**src/rtl/seq_divider32x16_if.sv**
```systemverilog
// Start/busy/done handshake and result bus for the sequential divider.
// Master drives the request side; slave (the divider) drives busy, done and results.
interface seq_divider32x16_if #(
  parameter int W = 16
);
  logic             start;
  logic [2*W-1:0]   a;
  logic [W-1:0]     b;
  logic             busy;
  logic             done;
  logic [W-1:0]     quotient;
  logic [W-1:0]     remainder;
  logic             div_by_zero;
  logic             overflow;

  modport master (
    output start, a, b,
    input  busy, done, quotient, remainder, div_by_zero, overflow
  );

  modport slave (
    input  start, a, b,
    output busy, done, quotient, remainder, div_by_zero, overflow
  );
endinterface

```
**src/rtl/seq_divider32x16.sv**
```systemverilog
// Radix-2 restoring divider, 2W/W -> W quotient + W remainder; done W+1 cycles after start (1 on error).
// No backpressure: start is taken whenever busy==0 (IDLE or DONE) and ignored while running.
module seq_divider32x16 #(
  parameter int W = 16
) (
  input logic                clk,
  input logic                rst_n,
  seq_divider32x16_if.slave  bus
);

  localparam int CW = (W > 1) ? $clog2(W) : 1;

  typedef enum logic [1:0] {
    IDLE = 2'd0,
    RUN  = 2'd1,
    DONE = 2'd2
  } state_t;

  state_t         state;
  logic [W:0]     r;
  logic [W-1:0]   sh;
  logic [W-1:0]   dv;
  logic [CW-1:0]  cnt;

  logic [W:0]     t;
  logic           ge;
  logic [W:0]     r_nxt;
  logic [W-1:0]   sh_nxt;
  logic           accept;
  logic           in_zero;
  logic           in_ovf;

  // sh holds the unconsumed dividend bits at the top and the quotient
  // bits shifted in at the bottom; after W steps it is the quotient.
  always_comb begin
    t      = {r[W-1:0], sh[W-1]};
    ge     = (t >= {1'b0, dv});
    r_nxt  = ge ? (t - {1'b0, dv}) : t;
    sh_nxt = {sh[W-2:0], ge};
  end

  assign accept  = bus.start && (state != RUN);
  assign in_zero = (bus.b == '0);
  assign in_ovf  = !in_zero && (bus.a[2*W-1:W] >= bus.b);

  always_ff @(posedge clk) begin
    if (!rst_n) begin
      state           <= IDLE;
      r               <= '0;
      sh              <= '0;
      dv              <= '0;
      cnt             <= '0;
      bus.busy        <= 1'b0;
      bus.done        <= 1'b0;
      bus.quotient    <= '0;
      bus.remainder   <= '0;
      bus.div_by_zero <= 1'b0;
      bus.overflow    <= 1'b0;
    end else begin
      bus.done <= 1'b0;
      case (state)
        IDLE, DONE: begin
          if (accept) begin
            dv              <= bus.b;
            sh              <= bus.a[W-1:0];
            r               <= {1'b0, bus.a[2*W-1:W]};
            cnt             <= CW'(W-1);
            bus.div_by_zero <= in_zero;
            bus.overflow    <= in_ovf;
            if (in_zero) begin
              state         <= DONE;
              bus.busy      <= 1'b0;
              bus.done      <= 1'b1;
              bus.quotient  <= '1;
              bus.remainder <= bus.a[W-1:0];
            end else if (in_ovf) begin
              state         <= DONE;
              bus.busy      <= 1'b0;
              bus.done      <= 1'b1;
              bus.quotient  <= '1;
              bus.remainder <= '1;
            end else begin
              state         <= RUN;
              bus.busy      <= 1'b1;
            end
          end else begin
            state    <= IDLE;
            bus.busy <= 1'b0;
          end
        end

        RUN: begin
          r   <= r_nxt;
          sh  <= sh_nxt;
          cnt <= cnt - 1'b1;
          if (cnt == '0) begin
            state         <= DONE;
            bus.busy      <= 1'b0;
            bus.done      <= 1'b1;
            bus.quotient  <= sh_nxt;
            bus.remainder <= r_nxt[W-1:0];
          end
        end

        default: begin
          state    <= IDLE;
          bus.busy <= 1'b0;
        end
      endcase
    end
  end

  // The overflow pre-check keeps every partial remainder below b, so the
  // extra bit of r is only headroom and must never be set while running.
  a_r_msb_clear: assert property (
    @(posedge clk) disable iff (!rst_n) (state == RUN) |-> !r[W]
  );

  a_done_not_busy: assert property (
    @(posedge clk) disable iff (!rst_n) bus.done |-> !bus.busy
  );

endmodule
```
**src/flat_wrapper.sv**
```systemverilog
// flat-port wrapper written by rule: the top's interface ports become plain ports
module seq_divider32x16_flat 
#(
  parameter int W = 16
)
  (clk, rst_n, bus_start, bus_a, bus_b, bus_busy, bus_done, bus_quotient, bus_remainder, bus_div_by_zero, bus_overflow);
  seq_divider32x16_if #(.W(W)) bus_i ();
  input logic clk;
  input logic rst_n;
  input wire logic [$bits(bus_i.start)-1:0] bus_start;
  input wire logic [$bits(bus_i.a)-1:0] bus_a;
  input wire logic [$bits(bus_i.b)-1:0] bus_b;
  output wire logic [$bits(bus_i.busy)-1:0] bus_busy;
  output wire logic [$bits(bus_i.done)-1:0] bus_done;
  output wire logic [$bits(bus_i.quotient)-1:0] bus_quotient;
  output wire logic [$bits(bus_i.remainder)-1:0] bus_remainder;
  output wire logic [$bits(bus_i.div_by_zero)-1:0] bus_div_by_zero;
  output wire logic [$bits(bus_i.overflow)-1:0] bus_overflow;
  assign bus_i.start = bus_start;
  assign bus_i.a = bus_a;
  assign bus_i.b = bus_b;
  assign bus_busy = bus_i.busy;
  assign bus_done = bus_i.done;
  assign bus_quotient = bus_i.quotient;
  assign bus_remainder = bus_i.remainder;
  assign bus_div_by_zero = bus_i.div_by_zero;
  assign bus_overflow = bus_i.overflow;
  seq_divider32x16 #(.W(W)) u_core (.clk(clk), .rst_n(rst_n), .bus(bus_i));
endmodule
```
**config.mk**
```make
export PLATFORM = sky130hd
export DESIGN_NAME = seq_divider32x16_flat
export DESIGN_NICKNAME = d
export VERILOG_FILES = /design/src/rtl/seq_divider32x16_if.sv /design/src/rtl/seq_divider32x16.sv /design/src/flat_wrapper.sv
export SDC_FILE = /design/constraint.sdc
export NUM_CORES = 1
export LEC_CHECK = 0
export CAP_MARGIN = 20
export CORE_MARGIN = 2
export CORE_UTILIZATION = 50
export CTS_BUF_LIST = sky130_fd_sc_hd__clkbuf_4 sky130_fd_sc_hd__clkbuf_8
export DETAILED_ROUTE_END_ITERATION = 12
export PLACE_DENSITY_LB_ADDON = 0.3
export SYNTH_ARGS = -nofsm -noshare
export SYNTH_HDL_FRONTEND = slang
export SYNTH_SLANG_ARGS = --single-unit
```
**constraint.sdc**
```tcl
create_clock -name clk -period 7 [get_ports clk]
set_input_delay 2.1 -clock clk [delete_from_list [all_inputs] [get_ports clk]]
set_output_delay 2.1 -clock clk [all_outputs]
set_load 0.1 [all_outputs]
```
==> results of run 1 <==
area by class of cell:
cell class,count,area [sq um],share of cell area
sequential,90,1800,0.301
multi-input combinational,457,2770,0.463
tap,133,166,0.0278
clock inverter,7,61.3,0.0102
timing repair buffer,93,913,0.153
clock buffer,9,124,0.0207
inverter,39,146,0.0245
cells in the final DEF (no fill, tap or decap), types with 5 or more instances in the layout:
cell,netlist,final
dfxtp_1,90,90
nor2_1,88,88
clkdlybuf4s50_1,0,86
nand2_1,80,80
a21oi_1,43,43
inv_1,38,38
ha_1,33,33
o21ai_0,32,32
a211oi_1,31,31
nor3_1,20,20
a22oi_1,12,12
clkbuf_8,0,9
nand3_1,8,8
a21o_1,8,8
a311oi_1,7,7
xor2_1,7,7
mux2i_1,7,7
buf_4,1,7
nand2b_1,6,6
nor4_1,6,6
o21a_1,6,6
o22ai_1,6,6
nor2b_1,6,5
and2_1,5,5
power groups by stage:
| stage | sequential, mW | combinational, mW | clock, mW |
|---|---|---|---|
| detailed placement | 0.622 | 0.734 | 0 |
| global placement | 0.620 | 0.717 | 0 |
| CTS | 0.610 | 0.737 | 0.347 |
| global route | 0.618 | 0.798 | 0.366 |
| floorplan | 0.792 | 0.395 | 0 |
| finish | 0.611 | 0.742 | 0.341 |
worst max-delay path, delay by kind of cell:
| family | cells | cell delay (ns) |
|---|---|---|
| buffers and inverters | 3 | 1.01 |
| AOI/OAI and AO/OA | 5 | 1.18 |
| and+or+nand+nor | 3 | 0.40 |
| adders and majority gates | 1 | 0.29 |
cells in the mapped netlist (2+ instances only):
cell | number | share of area
mux2i_1 | 7 | 0.014
a21o_1 | 8 | 0.012
nand2_1 | 80 | 0.061
nor2_1 | 88 | 0.068
nor4_1 | 6 | 0.0077
o211ai_1 | 4 | 0.0061
o211a_1 | 4 | 0.0082
o21a_1 | 6 | 0.0092
and2_1 | 5 | 0.0064
and3_1 | 4 | 0.0051
nor3_1 | 20 | 0.020
o21ai_1 | 2 | 0.0020
a22oi_1 | 12 | 0.018
o311ai_1 | 2 | 0.0036
buf_1 | 4 | 0.0031
a21oi_1 | 43 | 0.044
clkbuf_1 | 27 | 0.021
buf_2 | 2 | 0.0020
nand2b_1 | 6 | 0.0077
xnor2_1 | 2 | 0.0036
ha_1 | 33 | 0.084
o221ai_1 | 2 | 0.0036
inv_1 | 38 | 0.029
o2bb2ai_1 | 3 | 0.0054
dfxtp_1 | 90 | 0.37
o31ai_2 | 2 | 0.0051
o22ai_1 | 6 | 0.0077
nand4_1 | 3 | 0.0038
nand3_1 | 8 | 0.0082
nor2b_1 | 6 | 0.0077
xor2_1 | 7 | 0.013
a311oi_1 | 7 | 0.013
a211oi_1 | 31 | 0.048
a211o_1 | 2 | 0.0036
o21ai_0 | 32 | 0.033
kinds of logic (layout without fill, tap and decap cells):
family / count (synthesis) / count (layout) / share of synthesized area
muxes: 7 / 7 / 0.0143
and+or+nand+nor: 232 / 232 / 0.206
buffers and inverters: 76 / 148 / 0.0648
DFF: 90 / 90 / 0.369
adders and majority gates: 34 / 34 / 0.0886
AOI/OAI and AO/OA: 175 / 175 / 0.241
xor gates and xnor gates: 9 / 9 / 0.0161
per-stage QoR:
stage	setup slack, ns	hold slack [ns]	std cells
after floorplan	3.17	0.436	623
after global placement	1.93	0.438	812
after detailed placement	1.92	0.444	812
after CTS	2.28	0.460	828
after global routing	2.07	0.475	828
final	2.24	0.458	828
layer usage:
metal	wire (um)	track usage
met1	5980	0.342
met2	6550	0.446
met3	962	0.0366
met4	214	0.0840
met5	0	0
state kept, by name, indices dropped and copies added (netlist names), 2 cells and up:
name                  flops
u_core.bus.quotient      16
u_core.sh                16
u_core.bus.remainder     16
u_core.dv                16
u_core.state              2
u_core.cnt                4
u_core.r                 16
worst paths after layout:
kind | end | slack (ns) | cells after the start
setup reg to reg | u_core.bus.remainder[6] | 4.12 | 10
hold reg to reg | u_core.dv[9] | 0.46 | 2
hold / removal | u_core.dv[9] | 0.46 | 2
setup / recovery | u_core.bus.remainder[15] | 2.24 | 12
==> run metrics, run 1 <==
IO buf count 86; clock sink total 90; Synthesized Nets 708; IO Pins 87; Area Overhead vs Synth 22.5%; CP max stage cell clkdlybuf4s50_1; Min-Delay Path Class register to register; switch share 0.438; Period minus WS final 4.76 ns; fraction of registers with async set/reset 0; top_reg_cell synth dfxtp_1; Initial DRC Count 239; Mean Syn Cell Area 7.84 sq um; headroom to the max-slew limit 0.319; CTS tree built; Critical Path End Type register; Lkg Pwr 2.47 nW; cells along the critical path clkdlybuf4s50_1, inv_1, ha_1, nand2_1, o21ai_0, o21ai_0, nor2_1, o21a_1, buf_4, nor2_1, a21oi_1, a21oi_1; Core ar. 9640 sq um; Worst R2R Start u_core.dv[1]; Final Cell Area 5980 sq um; Clock Pin Slew Worst Setup and Hold Paths 0.09 ns; # DRC 0; die height 103 um; sequential share of power 0.361; crit-path max cell delay 0.54 ns; Initial DRT Pass Iterations 5; dpl hpwl 9970 um; GRT Overall Usage 0.261; Int Pwr 951 uW; global-route wire length before repair 21,600 um; worst slew pin tran 1.02 ns; final hold vios 0; Synth Warn # 0; synthesized area 4890 sq um; Rows 36; die area 10,600 sq um; Synth cell types 56; sequential share of the synthesized area 0.369; vias in the first global route 4,483; number of fill cells 900; routed len/inst 16.5 um; critical path fanouts, max 45; final setup TNS 0 ns; layout cells sized above 1 0.0432; Final setup viols 0; HP Start u_core.dv[9]; combinational share of power 0.438; maxcap violations 0; Setup Fix Bufs, Post-CTS 0; Syn Inst Count 623; GP Congestion 0.951; Max IR drop VDD 125 uV; H-tree Lvls 3; CTS Buffer Depth 2; initial antenna violation count 0; RSZ-0062 raised after global routing no; die width 103 um; Worst setup SP type input pin; CP startpoint bus_b[11]; Clock Root Buffer clkbuf_8; Vias/cell 5.79; Finished Core Util 0.621; NumNets Final 775; largest net degree at the start of global routing 52; via count 4,794; antenna-violating nets left 0; antenna cells 0; Setup Skew 0.0135 ns; Slew Viols, Final 0; clock power share 0.201; status complete, no violations; #FFs+latches synth 90; Worst-Skew Late Latency 0.37 ns; CP required 7.25 ns; Max Clk Rate 210 MHz; Worst EP arrival 5.01 ns; Power Density 283 nW/um^2; overall power 1.69 mW; Post-DP Area 5800 sq um; Net Sw Power 743 uW; post-CTS sizing 0; number of flops mapped to enable cells by yosys 0; starting density of the core 0.507; Crit Path Category input pin to register; # hold bufs at CTS 0; CTS Buf Count 9; total wire length 13,700 um; Final period util 0.681; GRT overflow 0
No activity file was read; power rests on OpenSTA's default activity.
==> run 2, diff against run 1 <==
CORE_UTILIZATION = 49   (was 50)
clock period = 4 ns   (was 7 ns; I/O delays follow)
==> run 2 against run 1 <==
Via count up 1.0%; largest power group unchanged; clock power up 83%; final cell count up 0.24%; power up 78%; sequential power up 75%; global-route usage down 1.1 points; critical path type unchanged; combinational power up 77%; routed wire length up 0.38%; hold slack better by 0.0033 ns; die area up 2.0%; core utilization down 0.18 points; clock skew down 0.0011 ns.
==> run metrics, run 2 (same netlist as run 1, synthesis figures left out) <==
status complete, no violations; Clock Pin Slew Worst Setup and Hold Paths 0.10 ns (about the same); Min-Delay Path Class register to register; commonest cells after routing, fill and taps aside dfxtp_1, nor2_1, clkdlybuf4s50_1; Clock Root Buffer clkbuf_8; Worst-Skew Late Latency 0.37 ns (about the same); commonest non-fill, non-tap cell in the layout dfxtp_1; Core ar. 9730 sq um (+0.93%); headroom to the max-slew limit 0.342 (+0.0230); instance count on the critical path 11 (-1); total wire length 13,800 um (+0.38%); Worst Path Buf+Inv 2 (-1); vias in the first global route 4,674 (+4.3%); # DRC 0 (unchanged); Final Cell Area 6020 sq um (+0.65%); Area Overhead vs Synth 23.2%; Initial DRC Count 420 (+76%); Worst EP arrival 4.03 ns (-0.98 ns); CP required 4.31 ns (-2.94 ns); worst slew pin tran 0.983 ns (-0.0338 ns); HP Start u_core.bus.remainder[10]; Slew Viols, Final 0 (unchanged); most frequent CP cell o21ai_0; Period minus WS final 3.73 ns; routed len/inst 16.6 um (+0.14%); Worst Hold End u_core.bus.remainder[10]; Final setup viols 0 (unchanged); Crit Path Category input pin to register; Hold Path Depth 1 (-1); Worst setup SP type input pin; Initial DRT Pass Iterations 5 (unchanged); RSZ-0062 raised after global routing no; Max IR drop VDD 250 uV (+100%); GRT overflow 0 (unchanged); Rows 36 (unchanged); antenna cells 0 (unchanged); Power Density 499 nW/um^2 (+76%); Post-DP Area 5830 sq um (+0.47%); IO Pins 87 (unchanged); final cell count without fillers 830 (+0.24%); Vias/cell 5.83 (+0.78%); crit-path max cell delay 0.53 ns (about the same); IO buf count 86 (unchanged); Final period util 0.932; cells on worst reg2reg path 10 (unchanged); H-tree Lvls 3 (unchanged); CTS tree built; die width 104 um (+0.98%); via count 4,843 (+1.0%); critical path fanouts, max 10 (-78%); initial antenna violation count 0 (unchanged); Lkg Pwr 2.49 nW (+0.89%); largest net degree at the start of global routing 46 (-12%); Critical Path End Type register; Max Clk Rate 268 MHz; flop-to-flop setup slack 1.07 ns (-3.05 ns); GRT Overall Usage 0.250 (-0.0109); # hold bufs at CTS 0 (unchanged); CTS Buf Count 9 (unchanged); Worst R2R Start u_core.dv[1]; layout cells sized above 1 0.0459 (+0.00275); global-route wire length before repair 22,100 um (+2.5%); antenna-violating nets left 0 (unchanged); NumNets Final 777 (+0.26%); r2r endpoint u_core.bus.remainder[9]; CP max stage cell clkdlybuf4s50_1; clock sink total 90 (unchanged); die area 10,800 sq um (+2.0%); post-CTS sizing 0 (unchanged); cells along the critical path clkdlybuf4s50_1, inv_1, ha_1, a21oi_1, o21ai_0, o21ai_0, nor2_1, o21a_1, nand2_1, a211oi_1, a21o_1; placed instance count 814 (+0.25%); maxcap violations 0 (unchanged); final hold vios 0 (unchanged); die height 104 um (+0.98%); dpl hpwl 10000 um (+0.32%); family with the most delay on the worst path compound AO/OA/AOI/OAI gates; number of fill cells 891 (-1.0%); Setup Skew 0.0124 ns (-0.00107 ns); overall power 3.01 mW (+78%); GP Congestion 0.976 (+2.7%); CTS Buffer Depth 2 (unchanged); Setup Fix Bufs, Post-CTS 0 (unchanged); starting density of the core 0.502 (-0.00469)
==> run 2: worst max-delay path by stage <==
stage | from | end | slack (ns)
final | bus_b[9] | u_core.bus.remainder[9] | 0.27
after floorplan | bus_a[16] | u_core.bus.remainder[14] | 1.07
after CTS | bus_b[9] | u_core.bus.remainder[9] | 0.31
after global placement | bus_b[9] | u_core.bus.remainder[11] | 0.12
after global routing | bus_b[9] | u_core.bus.remainder[9] | 0.11
after detailed placement | bus_b[9] | u_core.bus.remainder[9] | -0.06
==> run 2: metal layers <==
metal / share of wire / GRT usage
met2: 0.48 / 0.438
met5: 0 / 0
met1: 0.43 / 0.317
met3: 0.070 / 0.0482
met4: 0.019 / 0.0637
==> run 2: area by class of cell <==
class / count / area, sq um / area share
multi-input combinational: 457 / 2770 / 0.460
clock buffer: 9 / 124 / 0.0206
tap: 133 / 166 / 0.0276
clock inverter: 7 / 72.6 / 0.0120
inverter: 39 / 146 / 0.0243
sequential: 90 / 1800 / 0.299
timing repair buffer: 95 / 941 / 0.156
==> run 2: stage by stage <==
step	util	setup TNS (ns)	hold slack, ns	setup WS (ns)
floorplan	-	0	0.436	1.07
global placement	0.599	0	0.442	0.117
detailed placement	0.599	-0.141	0.439	-0.0645
CTS	0.619	0	0.462	0.309
global route	0.619	0	0.476	0.106
finish	0.619	0	0.461	0.274
==> run 2: power by group <==
part           leakage (nW)  internal, mW  switching [mW]  total, mW
Combinational          1.66         0.433           0.881       1.31
Clock                0.0902         0.244           0.380      0.624
Sequential            0.743          1.00          0.0686       1.07
==> run 3, diff against run 2 <==
CORE_ASPECT_RATIO = 0.8   (was unset)
==> run 3 against run 2 <==
First-iteration DRC count shrank 22%; critical path type unchanged; flip-flop and latch count is the same; clock-buffer cell count is the same; highest routed layer unchanged.
==> run metrics, run 3 (same netlist as run 1, synthesis figures left out) <==
total wire length 13,200 um (-4.0%); post-CTS sizing 0 (unchanged); headroom to the max-slew limit 0.342 (about the same); CP required 4.31 ns (about the same); Max Clk Rate 277 MHz (+3.3%); Critical Path End Type register; Worst Path Buf+Inv 2 (unchanged); antenna cells 0 (unchanged); final cell count without fillers 835 (+0.60%); clock power share 0.218 (+0.010); family with the most delay on the worst path compound AO/OA/AOI/OAI gates; critical path fanouts, max 8 (-2); Rows 32 (-11%); die height 93.3 um (-10%); die area 10,800 sq um (about the same); Clock Root Buffer clkbuf_8; Crit Path Category input pin to register; initial antenna violation count 0 (unchanged); GRT Overall Usage 0.253 (+0.00235); Net Sw Power 1.29 mW (-2.8%); CTS tree built; routed len/inst 15.8 um (-4.6%); IO Pins 87 (unchanged); number of fill cells 873 (-2.0%); sequential share of power 0.354 (-0.002); GP Congestion 0.940 (-3.7%); die width 116 um (+11%); Area Overhead vs Synth 23.9%; commonest cells after routing, fill and taps aside dfxtp_1, nor2_1, clkdlybuf4s50_1; instance count on the critical path 11 (unchanged); Core ar. 9690 sq um (-0.41%); cells on worst reg2reg path 9 (-1); vias in the first global route 4,524 (-3.2%); Setup Fix Bufs, Post-CTS 0 (unchanged); final setup TNS 0 ns (unchanged); Min-Delay Path Class register to register; Worst-Skew Late Latency 0.37 ns (about the same); placed instance count 819 (+0.61%); CTS Buf Count 9 (unchanged); maxcap violations 0 (unchanged); GRT overflow 0 (unchanged); status complete, no violations; cells along the critical path clkdlybuf4s50_1, inv_1, ha_1, nor3b_1, o21ai_0, a211oi_1, nor2_1, o21a_1, nor2_1, a22oi_1, a21oi_1; antenna-violating nets left 0 (unchanged); hold slack 0.460 ns (-0.00131 ns); Lkg Pwr 2.51 nW (+0.85%); CP startpoint bus_a[16]; largest net degree at the start of global routing 46 (unchanged); Power Density 500 nW/um^2 (+0.21%); NumNets Final 779 (+0.26%); r2r endpoint u_core.r[6]; final hold vios 0 (unchanged); Slew Viols, Final 0 (unchanged); flop-to-flop setup slack 1.23 ns (+0.16 ns); Final period util 0.902 (-0.0296); Clock Pin Slew Worst Setup and Hold Paths 0.09 ns (about the same); Initial DRC Count 329 (-22%); Int Pwr 1.74 mW (+3.5%); crit path to u_core.bus.remainder[14]; crit-path max cell delay 0.50 ns (-0.03 ns); switch share 0.427 (-0.0152); CTS Buffer Depth 2 (unchanged); commonest non-fill, non-tap cell in the layout dfxtp_1; Worst R2R Start u_core.dv[10]; Vias/cell 5.69 (-2.5%); CP max stage cell clkdlybuf4s50_1; RSZ-0062 raised after global routing no; global-route wire length before repair 21,700 um (-1.8%); Initial DRT Pass Iterations 5 (unchanged); via count 4,752 (-1.9%); layout cells sized above 1 0.0486 (+0.00273); combinational share of power 0.429 (-0.008); Worst EP arrival 3.91 ns (-0.12 ns); clock sink total 90 (unchanged); starting density of the core 0.504 (+0.00208); # DRC 0 (unchanged); # hold bufs at CTS 0 (unchanged); IO buf count 86 (unchanged); Setup Skew 0.0105 ns (-0.00189 ns); dpl hpwl 9870 um (-1.3%); Max IR drop VDD 378 uV (+51%); Period minus WS final 3.61 ns (-0.119 ns); worst slew pin tran 0.983 ns (-0.0000399 ns); most frequent CP cell nor2_1; H-tree Lvls 3 (unchanged); Worst setup SP type input pin; Final setup viols 0 (unchanged)
run 3: cell count changes in the layout (fill, tap and decap cells not counted), sizes merged:
cell      before  now
buf            9   11
clkinvlp       3    1
clkinv         2    3
bufinv         0    1
run 3: worst min path at each step:
stage | cells after the start | slack, ns | to | startpoint
after floorplan | 2 | 0.44 | u_core.dv[10] | u_core.dv[10]
after global placement | 2 | 0.45 | u_core.dv[12] | u_core.dv[12]
after CTS | 2 | 0.46 | u_core.dv[15] | u_core.dv[15]
final | 2 | 0.46 | u_core.dv[3] | u_core.dv[3]
after detailed placement | 2 | 0.45 | u_core.dv[3] | u_core.dv[3]
after global routing | 2 | 0.48 | u_core.dv[15] | u_core.dv[15]
run 3: metrics by stage:
step / setup WS (ns) / util / power, mW / instance area, sq um
after global routing: 0.166 / 0.625 / 3.18 / 6050
after CTS: 0.433 / 0.625 / 3.03 / 6050
after floorplan: 1.07 / - / 2.08 / 4890
final: 0.392 / 0.625 / 3.03 / 6050
after global placement: 0.216 / 0.603 / 2.34 / 5850
after detailed placement: 0.0657 / 0.603 / 2.37 / 5850
run 3: worst min-delay path, cell delays in order, from the launching register on:
cell	delay [ns]
dfxtp_1	0.32
nand2_1	0.05
a21oi_1	0.05
run 3: layer usage:
metal / track usage / up-vias / wire length (um)
li1: - / 2335 / -
met1: 0.350 / 2248 / 6290
met3: 0.0454 / 22 / 632
met2: 0.410 / 147 / 6090
met4: 0.0585 / 0 / 195
met5: 0 / - / 0
run 3: layout make-up:
cell class / count / area (sq um) / share of cell area
Tap cell: 136 / 170 / 0.0281
Timing Repair Buffer: 97 / 956 / 0.158
Clock buffer: 9 / 124 / 0.0205
Inverter: 39 / 146 / 0.0242
Sequential cell: 90 / 1800 / 0.298
Multi-Input combinational cell: 457 / 2770 / 0.458
Clock inverter: 7 / 83.8 / 0.0138
run 3: power groups by stage:
stage	sequential (mW)	combinational [mW]	clock [mW]
global route	1.08	1.39	0.702
global placement	1.09	1.26	0
CTS	1.07	1.29	0.667
finish	1.07	1.30	0.659
floorplan	1.39	0.692	0
detailed placement	1.09	1.28	0
